===== config.mk =====
export PLATFORM = sky130hd
export DESIGN_NAME = psg_sample_decimator
export DESIGN_NICKNAME = d
export VERILOG_FILES = /design/src/rtl/psg_audio_pkg.sv /design/src/rtl/psg_sample_fifo.sv /design/src/rtl/psg_sample_decimator.sv
export SDC_FILE = /design/constraint.sdc
export NUM_CORES = 1
export LEC_CHECK = 0
export CORE_MARGIN = 1.5
export CORE_UTILIZATION = 59
export CTS_CLUSTER_DIAMETER = 100
export CTS_CLUSTER_SIZE = 24
export DETAILED_ROUTE_END_ITERATION = 16
export PLACE_DENSITY_LB_ADDON = 0.05
export SLEW_MARGIN = 20
export SYNTH_ARGS = -nofsm -noshare
export SYNTH_HDL_FRONTEND = slang
export SYNTH_HIERARCHICAL = 1
export SYNTH_SLANG_ARGS = --single-unit

===== constraint.sdc =====
create_clock -name clk -period 3.9 [get_ports clk]
set_input_delay 0.39 -clock clk [delete_from_list [all_inputs] [get_ports clk]]
set_output_delay 0.39 -clock clk [all_outputs]
set_load 0.05 [all_outputs]

===== src/rtl/psg_audio_pkg.sv =====
// psg_audio_pkg
//   Shared audio-path constants and sample types used by the PSG wrapper,
//   the sample decimator and the I2S stage.
//   PSG_SAMPLE_W : width of the PSG mixed output (signed)
//   AUDIO_W      : width of samples handed to the audio sink (signed)
package psg_audio_pkg;

  localparam int PSG_SAMPLE_W = 11;
  localparam int AUDIO_W      = 16;

  typedef logic signed [PSG_SAMPLE_W-1:0] psg_sample_t;
  typedef logic signed [AUDIO_W-1:0]      audio_sample_t;

endpackage


===== src/rtl/psg_sample_fifo.sv =====
// psg_sample_fifo
//   Small first-word-fall-through FIFO. The head entry is presented on rdata
//   from a register, so rdata holds the last popped value while empty
//   (0 after reset).
//   clk, rst : clock, synchronous active-high reset
//   push     : write request; ignored when full unless a pop occurs that cycle
//   wdata    : data to write
//   pop      : read request; ignored when empty
//   rdata    : head entry
//   full     : 2^AW entries stored
//   empty    : no entries stored
//   level    : number of stored entries, 0..2^AW
module psg_sample_fifo
  import psg_audio_pkg::*;
#(
  parameter int WIDTH = AUDIO_W,
  parameter int AW    = 2
) (
  input  logic             clk,
  input  logic             rst,
  input  logic             push,
  input  logic [WIDTH-1:0] wdata,
  input  logic             pop,
  output logic [WIDTH-1:0] rdata,
  output logic             full,
  output logic             empty,
  output logic [AW:0]      level
);

  localparam int DEPTH = 1 << AW;

  logic [WIDTH-1:0] mem_q [DEPTH];
  logic [AW:0]      wr_ptr_q, wr_ptr_d;
  logic [AW:0]      rd_ptr_q, rd_ptr_d;
  logic [WIDTH-1:0] rdata_q, rdata_d;
  logic             push_ok, pop_ok;

  always_comb begin
    empty   = (wr_ptr_q == rd_ptr_q);
    // Pointers carry one extra wrap bit: same slot, different lap means full.
    full    = (wr_ptr_q[AW] != rd_ptr_q[AW]) &&
              (wr_ptr_q[AW-1:0] == rd_ptr_q[AW-1:0]);
    level   = wr_ptr_q - rd_ptr_q;
    pop_ok  = pop && !empty;
    // A pop in the same cycle frees the slot the push needs.
    push_ok = push && (!full || pop_ok);

    wr_ptr_d = wr_ptr_q + (AW+1)'(push_ok);
    rd_ptr_d = rd_ptr_q + (AW+1)'(pop_ok);

    // Next head value: the word being written bypasses the array when it is
    // going to be the head (write into an empty FIFO, or level 1 push+pop).
    rdata_d = rdata_q;
    if (wr_ptr_d != rd_ptr_d) begin
      if (push_ok && (rd_ptr_d[AW-1:0] == wr_ptr_q[AW-1:0])) begin
        rdata_d = wdata;
      end else begin
        rdata_d = mem_q[rd_ptr_d[AW-1:0]];
      end
    end
  end

  always_ff @(posedge clk) begin
    if (push_ok) begin
      mem_q[wr_ptr_q[AW-1:0]] <= wdata;
    end
  end

  always_ff @(posedge clk) begin
    if (rst) begin
      wr_ptr_q <= '0;
      rd_ptr_q <= '0;
      rdata_q  <= '0;
    end else begin
      wr_ptr_q <= wr_ptr_d;
      rd_ptr_q <= rd_ptr_d;
      rdata_q  <= rdata_d;
    end
  end

  assign rdata = rdata_q;

endmodule


===== src/rtl/psg_sample_decimator.sv =====
// psg_sample_decimator
//   Box-car averages 2^DECIM_LOG2 PSG samples into one, left-aligns the
//   average to OUT_W bits and queues it in a FWFT FIFO towards the audio sink.
//   Valid range: IN_W <= OUT_W <= IN_W+DECIM_LOG2, FIFO_AW >= 1.
//   clk, rst   : clock, synchronous active-high reset
//   in_en      : input strobe; din sampled only when high
//   din        : signed PSG sample
//   out_valid  : FIFO head holds a sample
//   out_ready  : sink accepts the head (transfer on out_valid & out_ready)
//   dout       : signed FIFO head sample
//   fifo_level : number of queued samples
//   overflow   : sticky; a finished sample was dropped because the FIFO was full
//   clr_ovf    : clears overflow (a simultaneous new drop wins)
module psg_sample_decimator
  import psg_audio_pkg::*;
#(
  parameter int IN_W       = PSG_SAMPLE_W,
  parameter int OUT_W      = AUDIO_W,
  parameter int DECIM_LOG2 = 8,
  parameter int FIFO_AW    = 2
) (
  input  logic                    clk,
  input  logic                    rst,
  input  logic                    in_en,
  input  logic signed [IN_W-1:0]  din,
  output logic                    out_valid,
  input  logic                    out_ready,
  output logic signed [OUT_W-1:0] dout,
  output logic [FIFO_AW:0]        fifo_level,
  output logic                    overflow,
  input  logic                    clr_ovf
);

  // Sum of 2^DECIM_LOG2 IN_W-bit values always fits in IN_W+DECIM_LOG2 bits.
  localparam int ACC_W = IN_W + DECIM_LOG2;
  localparam logic [DECIM_LOG2-1:0] CNT_LAST = '1;

  logic signed [ACC_W-1:0] acc_q, acc_d;
  logic [DECIM_LOG2-1:0]   cnt_q, cnt_d;
  logic                    overflow_q, overflow_d;

  logic signed [ACC_W-1:0] sum;
  logic [OUT_W-1:0]        sample;
  logic                    block_done;
  logic                    fifo_pop;
  logic                    fifo_full;
  logic                    fifo_empty;
  logic [OUT_W-1:0]        fifo_rdata;

  always_comb begin
    sum        = acc_q + {{DECIM_LOG2{din[IN_W-1]}}, din};
    // Keeping the top OUT_W bits is an arithmetic right shift of the sum,
    // i.e. the mean scaled to full output range, rounded toward -inf.
    sample     = sum[ACC_W-1 -: OUT_W];
    block_done = in_en && (cnt_q == CNT_LAST);

    acc_d = acc_q;
    cnt_d = cnt_q;
    if (in_en) begin
      if (block_done) begin
        acc_d = '0;
        cnt_d = '0;
      end else begin
        acc_d = sum;
        cnt_d = cnt_q + DECIM_LOG2'(1);
      end
    end
  end

  // The finished sample is written straight into the FIFO on the edge that
  // samples the block's last strobe, so it is the head one cycle later.
  always_comb begin
    fifo_pop   = !fifo_empty && out_ready;
    overflow_d = overflow_q;
    if (clr_ovf) begin
      overflow_d = 1'b0;
    end
    if (block_done && fifo_full && !fifo_pop) begin
      overflow_d = 1'b1;
    end
  end

  always_ff @(posedge clk) begin
    if (rst) begin
      acc_q      <= '0;
      cnt_q      <= '0;
      overflow_q <= 1'b0;
    end else begin
      acc_q      <= acc_d;
      cnt_q      <= cnt_d;
      overflow_q <= overflow_d;
    end
  end

  psg_sample_fifo #(
    .WIDTH (OUT_W),
    .AW    (FIFO_AW)
  ) u_fifo (
    .clk   (clk),
    .rst   (rst),
    .push  (block_done),
    .wdata (sample),
    .pop   (fifo_pop),
    .rdata (fifo_rdata),
    .full  (fifo_full),
    .empty (fifo_empty),
    .level (fifo_level)
  );

  assign out_valid = !fifo_empty;
  assign dout      = fifo_rdata;
  assign overflow  = overflow_q;

endmodule


==> impl_results.md <==
* Die X-Extent at 101 µm
* Synth Area in Adders at 6.20%
* Clk_skew at 11.8 ps
* PnR Total Power at 3.32 mW
* CTS root buf: clkbuf_8
* Warnings from Yosys at 6
* Flops & latches, synth at 114
* Compound-Gate Fraction of Synth Area at 14.9%
* Site row count at 35
* Clk pwr share at 44.8%
* DRT Wirelength at 13.3 mm
* Worst Hold Class: primary input to flip-flop
* Outcome: completed
* Placed cells at 633
* Syn Area/Cell at 12.0 µm²
* CTS clk-pin slew, worst paths at 60 ps
* Comb pwr share at 13.7%
* Buffer depth of the longest clock path at 2
* Power per cell area at 489 mW/mm²
* Layout area overhead at 19.5%
* Max Cap Viol at 0
* All-Layer GR Usage at 28.2%
* IO Port Bufs at 36
* First-pass GRT wire length at 21.5 mm
* CP startpoint kind: flip-flop
* Post-synthesis cell count at 474
* Post-synthesis xor/xnor area fraction at 4.75%
* Period utilization at 91.1%
* Sink Count at 114
* Simple-Gate Fraction of Synth Area at 12.8%
* Die area at 0.0102 mm²
* Hold Crit Depth at 2
* RePlAce Congestion at 0.950
* Async S/R FF share, synth at 0%
* RSZ-0062 raised after global routing: no
* DP HPWL at 8.48 mm
* FMAX at 282 MHz
* Die extent in y at 101 µm
* CP Class: flip-flop to flip-flop
* Post-synth top area cell: edfxtp_1
* Initial DRC count at 221
* Boundary Pins at 37
* FF+latch area at 0.00292 mm²
* Effective utilization at floorplan at 61.3%
* Final Hold Vio Count at 0
* Fin Setup TNS at 0 ps
* Max Slew Vio Count at 0
* Area of the multi-input gates at 0.00260 mm²
* Final ANT Viol Nets at 0
* Synth area leaders: edfxtp_1, dfxtp_1, mux4_2, ha_1, a311oi_2
* Sequential share of the synthesized area at 51.4%
* Layout Cells excl Fill at 665
* Worst-path maximum fanout at 16
* Reg power frac at 41.5%
* ANT cells at 0
* Slew @ Worst Pin at 871 ps
* Grt ovf at 0
* Critical Path RT at 4220 ps
* Tmin final at 3550 ps
* H-tree depth at 4
* R2r worst-path depth at 14
* Worst Path Arrival at 3870 ps
* Via density at 6.19
* Nets at 566
* Hold Slack at 284 ps
* Netlist cell types at 69
* Largest family of logic cells by synthesized area: compound AO/OA/AOI/OAI gates
* Final setup fails at 0
* Number of global-route vias before repair at 4,178
* Fraction of layout cells with a size suffix above 1 at 17.7%
* Num CTS Buffers at 17
* CORE AREA at 0.00928 mm²
* # DRC at 0
* DR WL/cell at 20.0 µm
* CP Capture Type: flip-flop
* Relative slew slack at 41.7%
* Number of flops mapped to enable cells by yosys at 64
* Initial antenna violation count at 0
* Psw at 886 µW
* Clock Latency Late Sink at 510 ps
* Top_reg_cell synth: edfxtp_1
* Synthesized area at 0.00569 mm²
* P_leak at 2.47 nW
* Net Sw Frac at 26.6%
* Mux share of post-synthesis cell area at 6.86%
* CTS tree: done
* Resized cells post-CTS at 0
* Pint at 2.44 mW
* DRT Pass-1 Iters at 5
* VDD IR max at 0.295 mV
* FILL cells at 680
* Pin count of the biggest net entering global routing at 27
* # hold bufs at CTS at 0
* Post-CTS setup buffers at 0
* Syn_nets at 517
* DR vias at 4,118
* Yosys top cell area share at 33.8%
==> kinds of logic after synthesis <==
group                    count (synthesis)
AND/OR/NAND/NOR                        139
multiplexers                            19
flip-flops                             114
AO/OA/AOI/OAI                          108
XOR/XNOR                                30
adder cells (fa/ha/maj)                 27
buffers and inverters                   37
==> layout by cell type (no fill, tap or decap), types with 17 or more instances in the layout <==
cell / count
nor2_1: 22
edfxtp_1: 64
nand3_1: 27
nand2_1: 23
a21oi_1: 23
xnor2_1: 17
ha_1: 25
buf_4: 18
nor3_1: 20
o21ai_0: 21
clkdlybuf4s50_1: 35
dfxtp_1: 50
==> area by class of cell <==
| class | instances | share of cell area (%) |
|---|---|---|
| Clock inverter | 15 | 2.34 |
| Inverter | 13 | 0.718 |
| Sequential cell | 114 | 43.0 |
| Tap cell | 129 | 2.37 |
| Clock buffer | 17 | 6.09 |
| Multi-Input combinational cell | 323 | 38.3 |
| Timing Repair Buffer | 54 | 7.22 |
==> power by group through the flow <==
stage                     registers [mW]  logic (mW)  clock network (mW)
after floorplan                     1.40       0.318                   0
after global placement              1.40       0.428                   0
after detailed placement            1.40       0.445                   0
after CTS                           1.38       0.449                1.51
after global routing                1.38       0.497                1.57
final                               1.38       0.456                1.49
==> registers in the layout, summed over array words and instances, names as in the netlist <==
signal,flops
u_fifo/rdata,16
u_fifo/wr_ptr_q,3
u_fifo/rd_ptr_q,3
cnt_q,8
u_fifo/mem_q,64
overflow,1
acc_q,19
==> path summary, 6_finish.rpt <==
check	slack (ps)	endpoint	startpoint
setup / recovery	350	u_fifo/rdata[1]	u_fifo/wr_ptr_q[0]
hold / removal	280	acc_q[4]	rst
setup reg to reg	350	u_fifo/rdata[1]	u_fifo/wr_ptr_q[0]
hold reg to reg	470	acc_q[2]	acc_q[2]
==> critical path: stages (launching register included) <==
cell and delay (ps):
dfxtp_1 420, inv_1 110, ha_1 330, nand2_1 90, nor2_1 180, nor2b_1 110
nand3b_1 180, o21ai_2 140, clkinv_1 100, ha_1 190, ha_1 210, xnor2_1 200
xnor2_1 150, or2_1 710, a311oi_2 250
==> metal layers <==
layer / GRT usage, % / routed length, µm / up-vias
li1: - / - / 1914
met5: 0 / 0 / -
met4: 11.3 / 180 / 0
met1: 36.2 / 5700 / 2047
met3: 5.52 / 687 / 17
met2: 47.5 / 6750 / 140
==> cell usage after synthesis, types with 11 or more instances <==
cell type,count
dfxtp_1,50
xnor2_1,17
clkbuf_1,11
xor2_1,12
nand3_1,27
a21oi_1,23
mux4_2,16
ha_1,25
nand2_1,23
nor2_1,22
nor3_1,22
o21ai_0,21
inv_1,12
edfxtp_1,64
==> through the flow <==
step	area (µm²)	util, %	setup WS, ps
finish	6800	73.2	348
global route	6800	73.2	141
CTS	6800	73.2	369
detailed placement	6220	67.0	357
global placement	6220	67.0	449
floorplan	5690	-	394
No activity file was read; power rests on OpenSTA's default activity.
